<file path="src/rtl/ram_mux_pkg.sv">
// ram_mux_pkg
// Shared definitions for the N-port single-bank RAM multiplexer:
//   - arbitration mode constants
//   - response-pipeline entry type
//   - lane computation helper for narrow master ports
// No ports (package).
package ram_mux_pkg;

    localparam int ARB_FIXED = 0;
    localparam int ARB_RR    = 1;

    // Sized for the largest supported configuration: 8 ports, 8 lanes
    // (64-bit RAM with 8-bit masters).
    localparam int IDX_BITS  = 3;
    localparam int LANE_BITS = 3;

    typedef struct packed {
        logic                 valid;
        logic [IDX_BITS-1:0]  idx;
        logic [LANE_BITS-1:0] lane;
    } rsp_entry_t;

    // Which IN_WIDTH-wide lane of the OUT_WIDTH-wide RAM word a byte
    // address falls into. Only the low address bits matter; eight bits
    // cover every supported width combination.
    function automatic logic [LANE_BITS-1:0] lane_of(
        input logic [7:0] addr_lsb,
        input int         out_width,
        input int         in_width
    );
        int byte_off;
        byte_off = int'(addr_lsb) % (out_width / 8);
        return LANE_BITS'(byte_off / (in_width / 8));
    endfunction

endpackage

</file>
<file path="src/rtl/ram_mux_nport_rr_arbiter.sv">
// rr_arbiter
// Combinational single-grant arbiter, fixed-priority or round-robin.
// Ports:
//   clk      in   clock
//   rst_n    in   synchronous active-low reset (clears priority pointer)
//   req      in   per-port request
//   gnt      out  per-port grant, one-hot or zero
//   gnt_idx  out  index of the granted port (0 when nothing is granted)
module rr_arbiter
    import ram_mux_pkg::*;
#(
    parameter int NUM_PORTS = 3,
    parameter int ARB_MODE  = ARB_FIXED
) (
    input  logic                         clk,
    input  logic                         rst_n,
    input  logic [NUM_PORTS-1:0]         req,
    output logic [NUM_PORTS-1:0]         gnt,
    output logic [$clog2(NUM_PORTS)-1:0] gnt_idx
);

    localparam int IDX_W = $clog2(NUM_PORTS);

    // Highest-priority port in round-robin mode; stays 0 in fixed mode.
    logic [IDX_W-1:0] ptr_q;
    logic [IDX_W-1:0] ptr_d;
    logic             found;
    int               cand;

    // Scan NUM_PORTS candidates starting at the pointer (or at 0 in fixed
    // mode), wrapping modulo NUM_PORTS; the first requester wins.
    always_comb begin
        gnt     = '0;
        gnt_idx = '0;
        found   = 1'b0;
        cand    = 0;
        for (int i = 0; i < NUM_PORTS; i++) begin
            if (ARB_MODE == ARB_RR) begin
                cand = (int'(ptr_q) + i) % NUM_PORTS;
            end else begin
                cand = i;
            end
            if (!found && req[cand]) begin
                found     = 1'b1;
                gnt[cand] = 1'b1;
                gnt_idx   = IDX_W'(cand);
            end
        end
    end

    // Winner drops to lowest priority: pointer moves just past it.
    always_comb begin
        ptr_d = ptr_q;
        if (ARB_MODE == ARB_RR && found) begin
            ptr_d = (int'(gnt_idx) == NUM_PORTS - 1) ? '0 : gnt_idx + 1'b1;
        end
    end

    always_ff @(posedge clk) begin
        if (!rst_n) begin
            ptr_q <= '0;
        end else begin
            ptr_q <= ptr_d;
        end
    end

endmodule

</file>
<file path="src/rtl/ram_mux_nport.sv">
// ram_mux_nport
// N-port arbiter/multiplexer in front of one single-port SRAM bank.
// Ports:
//   clk, rst_n            clock, synchronous active-low reset
//   req_i/gnt_o/rvalid_o  per-port request, grant (same cycle), response
//   addr_i/we_i/be_i/wdata_i  per-port request payload (IN_WIDTH wide)
//   rdata_o               per-port read data, valid with rvalid_o
//   ram_en_o/ram_addr_o/ram_we_o/ram_be_o/ram_wdata_o  RAM request side
//   ram_rdata_i           RAM read data, RAM_LATENCY cycles after ram_en_o
module ram_mux_nport
    import ram_mux_pkg::*;
#(
    parameter int NUM_PORTS   = 3,
    parameter int ADDR_WIDTH  = 32,
    parameter int OUT_WIDTH   = 32,
    parameter int IN_WIDTH    = 32,
    parameter int ARB_MODE    = ARB_FIXED,
    parameter int RAM_LATENCY = 1
) (
    input  logic                             clk,
    input  logic                             rst_n,
    input  logic [NUM_PORTS-1:0]             req_i,
    output logic [NUM_PORTS-1:0]             gnt_o,
    output logic [NUM_PORTS-1:0]             rvalid_o,
    input  logic [NUM_PORTS*ADDR_WIDTH-1:0]  addr_i,
    input  logic [NUM_PORTS-1:0]             we_i,
    input  logic [NUM_PORTS*IN_WIDTH/8-1:0]  be_i,
    input  logic [NUM_PORTS*IN_WIDTH-1:0]    wdata_i,
    output logic [NUM_PORTS*IN_WIDTH-1:0]    rdata_o,
    output logic                             ram_en_o,
    output logic [ADDR_WIDTH-1:0]            ram_addr_o,
    output logic                             ram_we_o,
    output logic [OUT_WIDTH/8-1:0]           ram_be_o,
    output logic [OUT_WIDTH-1:0]             ram_wdata_o,
    input  logic [OUT_WIDTH-1:0]             ram_rdata_i
);

    localparam int IDX_W  = $clog2(NUM_PORTS);
    localparam int LANES  = OUT_WIDTH / IN_WIDTH;
    localparam int LANE_W = (LANES > 1) ? $clog2(LANES) : 1;
    localparam int IN_BE  = IN_WIDTH / 8;
    localparam int OUT_BE = OUT_WIDTH / 8;

    logic [IDX_W-1:0] gnt_idx;

    rr_arbiter #(
        .NUM_PORTS (NUM_PORTS),
        .ARB_MODE  (ARB_MODE)
    ) u_arb (
        .clk     (clk),
        .rst_n   (rst_n),
        .req     (req_i),
        .gnt     (gnt_o),
        .gnt_idx (gnt_idx)
    );

    // ---------------- request mux ----------------
    logic [ADDR_WIDTH-1:0] addr_arr  [NUM_PORTS];
    logic [IN_BE-1:0]      be_arr    [NUM_PORTS];
    logic [IN_WIDTH-1:0]   wdata_arr [NUM_PORTS];

    generate
        for (genvar gi = 0; gi < NUM_PORTS; gi++) begin : g_unpack
            assign addr_arr[gi]  = addr_i[gi*ADDR_WIDTH +: ADDR_WIDTH];
            assign be_arr[gi]    = be_i[gi*IN_BE +: IN_BE];
            assign wdata_arr[gi] = wdata_i[gi*IN_WIDTH +: IN_WIDTH];
        end
    endgenerate

    // gnt_idx is 0 with no request, so port 0 drives the idle bus.
    logic [ADDR_WIDTH-1:0] sel_addr;
    logic [IN_BE-1:0]      sel_be;
    logic [IN_WIDTH-1:0]   sel_wdata;
    logic [LANE_BITS-1:0]  sel_lane;

    assign sel_addr  = addr_arr[gnt_idx];
    assign sel_be    = be_arr[gnt_idx];
    assign sel_wdata = wdata_arr[gnt_idx];
    assign sel_lane  = lane_of(sel_addr[7:0], OUT_WIDTH, IN_WIDTH);

    assign ram_en_o    = |req_i;
    assign ram_addr_o  = sel_addr;
    assign ram_we_o    = we_i[gnt_idx];
    // Every lane carries the same data; byte enables pick the real one.
    assign ram_wdata_o = {LANES{sel_wdata}};

    generate
        if (LANES > 1) begin : g_narrow_be
            assign ram_be_o = OUT_BE'(sel_be) << (int'(sel_lane) * IN_BE);
        end else begin : g_pass_be
            assign ram_be_o = sel_be;
        end
    endgenerate

    // ---------------- response pipeline ----------------
    rsp_entry_t pipe_d [RAM_LATENCY];
    rsp_entry_t pipe_q [RAM_LATENCY];
    rsp_entry_t rsp_last;

    always_comb begin
        pipe_d[0].valid = |gnt_o;
        pipe_d[0].idx   = IDX_BITS'(gnt_idx);
        pipe_d[0].lane  = sel_lane;
        for (int i = 1; i < RAM_LATENCY; i++) begin
            pipe_d[i] = pipe_q[i-1];
        end
    end

    // Only the valid bits are reset; index/lane are don't-care when invalid.
    always_ff @(posedge clk) begin
        for (int i = 0; i < RAM_LATENCY; i++) begin
            pipe_q[i].idx  <= pipe_d[i].idx;
            pipe_q[i].lane <= pipe_d[i].lane;
            if (!rst_n) begin
                pipe_q[i].valid <= 1'b0;
            end else begin
                pipe_q[i].valid <= pipe_d[i].valid;
            end
        end
    end

    assign rsp_last = pipe_q[RAM_LATENCY-1];

    logic [IN_WIDTH-1:0] rd_lane [LANES];
    logic [IN_WIDTH-1:0] rd_sel;

    generate
        for (genvar gi = 0; gi < NUM_PORTS; gi++) begin : g_rvalid
            assign rvalid_o[gi] = rsp_last.valid && (rsp_last.idx == IDX_BITS'(gi));
        end
        for (genvar gi = 0; gi < LANES; gi++) begin : g_rd_lane
            assign rd_lane[gi] = ram_rdata_i[gi*IN_WIDTH +: IN_WIDTH];
        end
    endgenerate

    // Read data goes to every port; only the one with rvalid_o cares.
    assign rd_sel  = rd_lane[LANE_W'(rsp_last.lane)];
    assign rdata_o = {NUM_PORTS{rd_sel}};

endmodule

</file>
<file path="config.mk">
export PLATFORM = sky130hd
export DESIGN_NAME = ram_mux_nport
export DESIGN_NICKNAME = d
export VERILOG_FILES = /design/src/rtl/ram_mux_pkg.sv /design/src/rtl/ram_mux_nport_rr_arbiter.sv /design/src/rtl/ram_mux_nport.sv
export SDC_FILE = /design/constraint.sdc
export NUM_CORES = 1
export LEC_CHECK = 0
export ABC_AREA = 1
export BUFFER_PORTS_ARGS = -buffer_cell sky130_fd_sc_hd__buf_2
export CAP_MARGIN = 10
export CORE_AREA = 2 2 163 165
export DETAILED_ROUTE_END_ITERATION = 16
export DIE_AREA = 0 0 165 167
export PLACE_DENSITY = 0.39
export SLEW_MARGIN = 25
export SYNTH_ARGS = -nofsm -noshare
export SYNTH_HDL_FRONTEND = slang
export SYNTH_SLANG_ARGS = --single-unit
</file>
<file path="constraint.sdc">
create_clock -name clk -period 1.98 [get_ports clk]
set_clock_uncertainty 0.15 [all_clocks]
set_input_delay 0.396 -clock clk [delete_from_list [all_inputs] [get_ports clk]]
set_output_delay 0.396 -clock clk [all_outputs]
set_load 0.02 [all_outputs]
</file>
Yosys cells after proc, flatten, opt, wreduce, memory -nomap -nowiden
Memory sizes are Yosys's and may differ from the RTL's.
Index checks and enable logic that the tools add are counted.
{"block": "totals", "register_bits": 0, "mem_bits_rw": 3, "in_bits": 244, "output_inout_bits": 172, "elab_cells": 44, "memories": 1}
{"block": "op_classes", "n_lt_le_gt_ge": 3, "n_eq_ne": 2, "n_mux": 25, "n_bitwise": 1, "n_reduce_logical": 12}
{"memory": "pipe_q", "depth": 1, "width": 3, "read_ports": 1, "rd_clocked_by_memory_dff": 0, "wr": 2, "line_no": "ram_mux_nport.sv:97", "rtl": "rsp_entry_t pipe_q [RAM_LATENCY];"}
{"cell": "32-bit 2-to-1 mux", "count": 5}
{"cell": "32-bit binary-select mux with 2-bit select", "count": 2}
{"cell": "3-bit OR reduction", "count": 4}
{"cell": "3-bit 2-to-1 mux", "count": 3}
{"cell": "4-bit binary-select mux with 2-bit select", "count": 1}
{"cell": "2-bit 2-to-1 mux", "count": 4}
{"cell": "4-bit 2-to-1 mux", "count": 2}
{"cell": "1-bit 2-to-1 mux", "count": 7}
{"cell": "1-bit logical AND", "count": 5}
{"cell": "3-bit by 1-bit == test with 1-bit output, second input constant", "count": 1}
{"cell": "3-bit by 2-bit == test with 1-bit output, second input constant", "count": 1}
{"cell": "3-bit greater-or-equal comparator, second input constant", "count": 1}
{"cell": "3-bit zero test", "count": 1}
{"cell": "2-bit by 3-bit < comparator with 1-bit output, second input constant", "count": 1}
{"cell": "2-bit inverter with 3-bit output", "count": 1}
{"cell": "1-bit binary-select mux with 2-bit select", "count": 1}
{"cell": "1-bit zero test", "count": 2}
{"cell": "1-bit < comparator, both inputs constant", "count": 1}

Depth between registers and ports, before layout
{"block": "depth", "word_depth": 11, "mapped_depth": 7, "depth_no_buf": 5}

Hierarchy
From an unflattened synthesis, not the netlist that was laid out.
{"block": "hier_totals", "hier_cells": 633, "hier_area_um2": 2957.8}
{"mod": "ram_mux_nport", "instances": 1, "cells_per_inst": 625, "area_per_inst_um2": 2917.8, "seq_area_each_um2": 60.1}
{"mod": "rr_arbiter", "instances": 1, "cells_per_inst": 8, "area_per_inst_um2": 40.0, "seq_area_each_um2": 0.0}

Least setup slack after synthesis
Ideal clock, no wire load.
{"block": "synth_timing", "kind": "input to output", "startpoint": "input port req_i[1]", "endpoint": "output port ram_wdata_o[22]", "arrival_time_ps": 1216, "t_required_ps": 1434, "setup_slack_ps": 218, "cell_stages": 7, "path_buffers": 2, "cell_sequence": "buf_6 > nor2_4 > nand2_2 > inv_2 > buf_6 > nand2_1 > nand2_1"}
{"block": "synth_via", "elab_chain_cells": 9, "elab_cells_between_ends": 10, "classes_between": "mux (6); bitwise (1); reduce/logical (3)"}
{"item": "from (decl)", "line_no": "ram_mux_nport.sv:22", "rtl": "input logic [NUM_PORTS-1:0] req_i,"}
{"item": "1-bit logical AND (*)", "line_no": "ram_mux_nport_rr_arbiter.sv:43", "rtl": "if (!found && req[cand]) begin"}
{"item": "1-bit 2-to-1 mux", "line_no": "ram_mux_nport_rr_arbiter.sv:43"}
{"item": "1-bit zero test", "line_no": "ram_mux_nport_rr_arbiter.sv:43"}
{"item": "1-bit logical AND", "line_no": "ram_mux_nport_rr_arbiter.sv:43"}
{"item": "2-bit 2-to-1 mux (*)", "line_no": "ram_mux_nport_rr_arbiter.sv:43"}
{"item": "2-bit inverter with 3-bit output (not written as such) (*)", "line_no": "ram_mux_nport.sv:78", "rtl": "assign sel_wdata = wdata_arr[gnt_idx];"}
{"item": "32-bit binary-select mux with 2-bit select (*)", "line_no": "ram_mux_nport.sv:78"}
{"item": "32-bit 2-to-1 mux (not written as such) (*) (2 in a row)", "line_no": "ram_mux_nport.sv:78"}
{"item": "to (decl)", "line_no": "ram_mux_nport.sv:34", "rtl": "output logic [OUT_WIDTH-1:0] ram_wdata_o,"}
Every way passes the cells marked *; elsewhere a longest branch is shown, timed or not. The select of a mux whose other input is x is not followed.

Worst setup path in the final report
{"block": "layout_timing", "startpoint": "input port req_i[0]", "endpoint": "output port ram_wdata_o[28]"}
{"block": "layout_via", "elab_chain_cells": 11, "elab_cells_between_ends": 12, "classes_between": "mux (7); bitwise (1); reduce/logical (4)"}
{"item": "1-bit 2-to-1 mux (*)", "line_no": "ram_mux_nport_rr_arbiter.sv:43"}
{"item": "1-bit zero test", "line_no": "ram_mux_nport_rr_arbiter.sv:43"}
{"item": "1-bit logical AND", "line_no": "ram_mux_nport_rr_arbiter.sv:43"}
{"item": "1-bit 2-to-1 mux", "line_no": "ram_mux_nport_rr_arbiter.sv:43"}
{"item": "1-bit zero test", "line_no": "ram_mux_nport_rr_arbiter.sv:43"}
{"item": "1-bit logical AND", "line_no": "ram_mux_nport_rr_arbiter.sv:43"}
{"item": "2-bit 2-to-1 mux (*)", "line_no": "ram_mux_nport_rr_arbiter.sv:43"}
{"item": "2-bit inverter with 3-bit output (not written as such) (*)", "line_no": "ram_mux_nport.sv:78"}
{"item": "32-bit binary-select mux with 2-bit select (*)", "line_no": "ram_mux_nport.sv:78"}
{"item": "32-bit 2-to-1 mux (not written as such) (*) (2 in a row)", "line_no": "ram_mux_nport.sv:78"}
Marks and branches as above.

==> impl_metrics.yaml <==
worst_setup_path:
  arrival_ns: 1.40
  critPathCaptureType: "output port"
  worstSetupPathType: "input pin to output port"
  crit_path_end: "ram_wdata_o[28]"
  cp-startpoint: "req_i[0]"
  crit_path_start_kind: "input pin"
  crit_required_ns: 1.43
  critPathMaxFanout: 23
global_route:
  grt_max_degree: 39
  antenna_found_initial: 2
  grt_use_total: 0.0893
  overflow: 0
  grt_pass1_vias: 4013
  grt_pass1_wl_um: 19400
synth:
  yosysSeqAreaShare: 0.0195
  syn-cell-area_mm2: 0.00307
  ys_ff_latch: 3
  syn-num-nets: 878
  synth_area_per_cell_um2: 4.85
  syn_inst: 634
  yosys_warnings: 0
  ys_types: 14
run:
  cap_violations: 0
sta:
  setup_ws_ns: 0.0369
  fmax_mhz: 515
  drv_slew: 0
  setup_viol: 0
  period_share: 0.981
  finalHoldViolCount: 0
  relSlewSlack: 0.769
  rsz0062_at_grt: "yes"
  layout_min_cycle_time_ns: 1.94
  fin_tns_setup_ns: 0
  worstMarginPinSlew_ns: 0.344
  fin_hold_ws_ns: 0.491
routing:
  ant_nets: 0
  met2RoutedLength_um: 7210
  wl_um: 14500
  vias: 4178
  drtIter0Drc: 106
  drt_pass1_iterations: 5
  drc: 0
  wl_met1_um: 5700
  met3_length_um: 1110
  post_drt_wl_per_cell_um: 12.4
  routed_via_density: 3.57
  highest_layer: "met4"
finish:
  syn_to_final_growth_pct: 51.1
  largest_reg_flops: 3
  utilization: 0.180
  nets: 1080
  regMostFlops: "pipe_q"
  nFillCells: 3083
  layout-drive-gt1-share: 0.413
  stdcell_count: 1170
  diodes: 0
  reg.largest.list: "pipe_q: 3 flops"
  design_area_mm2: 0.00464
floorplanning:
  core_mm2: 0.0258
  top_level_ports: 416
  die_w_um: 165
  std_cell_rows: 59
  floorplan.initialDensity: 0.119
  die_area_mm2: 0.0276
  die_height_um: 167
power_and_ir_drop:
  peakVddDrop_mv: 0.423
  p_per_area_mw_per_mm2: 314
  finalPower_mw: 1.46
  power_leakage_nw: 3.14
min_path:
  hold_class: "input pin to register"
  hp-start: "rst_n"
placed_design:
  dpl-instance-area_mm2: 0.00435
  place_inst: 1158
  post-place-ws_ns: -0.0169
  placement.io_buffers: 287
  dp_hpwl_um: 11500
  place_congestion: 0.728
clock_network:
  cts_inserted_buffers: 3
  cts_buffer_depth: 2
  root_buffer: "clkbuf_16"
  clk_pin_slew_ns: 0.03
  cts_tree: "done"
  clock-sinks: 3
  htree_levels: 1
run_status:
  status: "finished, final reports clean"
how the worst min path moves through the flow:
stage,depth (start not counted),to,slack (ns)
2_1_floorplan,1,pipe_q[0][2],0.40
3_3_place_gp,0,rdata_o[1],0.64
3_5_place_dp,0,rdata_o[1],0.64
4_1_cts,3,pipe_q[0][2],0.49
5_1_grt,3,pipe_q[0][2],0.50
6_report,3,pipe_q[0][2],0.49
power breakdown:
part / total, mW / internal [mW] / switching, mW
combinational: 1.07 / 0.468 / 0.604
sequential: 0.0657 / 0.0642 / 0.00145
clock: 0.319 / 0.266 / 0.0535
cell usage after synthesis:
| master | number | area [um^2] |
|---|---|---|
| a21boi_0 | 1 | 7.51 |
| buf_2 | 16 | 80.1 |
| buf_4 | 98 | 736 |
| buf_6 | 9 | 101 |
| clkbuf_1 | 10 | 37.5 |
| dfxtp_1 | 3 | 60.1 |
| inv_1 | 142 | 533 |
| inv_2 | 2 | 7.51 |
| nand2_1 | 210 | 788 |
| nand2_2 | 1 | 6.26 |
| nand3_1 | 138 | 691 |
| nor2_1 | 1 | 3.75 |
| nor2_4 | 1 | 11.3 |
| nor3_1 | 2 | 10.0 |
layer usage:
layer | track usage | vias to the layer above
met3 | 0.0120 | 46
met4 | 0.0374 | 0
li1 | - | 2170
met1 | 0.0944 | 1748
met5 | 0 | -
met2 | 0.173 | 214
timing repair:
action	in CTS	in global routing
gates resized for setup	3	24
setup buffers	3	1
endpoints found under the hold margin	0	0
hold buffers	0	0
setup endpoints to repair	8	69
cloned	0	4
pin swaps	1	1
cells in the final DEF, fill, tap and decap left out, types with 2 or more instances in the layout:
cell type / synthesis / layout
buf_2: 16 / 277
nand2_1: 210 / 206
inv_1: 142 / 142
nand3_1: 138 / 134
buf_4: 98 / 33
buf_12: 0 / 10
clkbuf_16: 0 / 6
buf_6: 9 / 5
nand2_2: 1 / 4
nand3_2: 0 / 4
dfxtp_1: 3 / 3
nor3_1: 2 / 2
area by class of cell:
class / count / area (um^2) / area share
clock buffer: 4 / 78.8 / 0.0170
sequential: 3 / 60.1 / 0.0129
timing repair buffer: 330 / 1990 / 0.428
multi-input combinational: 354 / 1550 / 0.334
inverter: 144 / 546 / 0.117
tap: 335 / 419 / 0.0902
cell families after synthesis:
group	after synthesis	share of synthesized area
AND/OR/NAND/NOR	353	0.491
buffers and inverters	277	0.487
flip-flops	3	0.0195
AO/OA/AOI/OAI	1	0.00244
worst max-delay path, cell delays in order:
cell	delay, ns
buf_2	0.13
nor2_4	0.15
nand2_4	0.09
buf_12	0.16
buf_12	0.16
nand3_1	0.10
nand2_1	0.05
buf_4	0.15
Power figures use the tool's default switching activity.
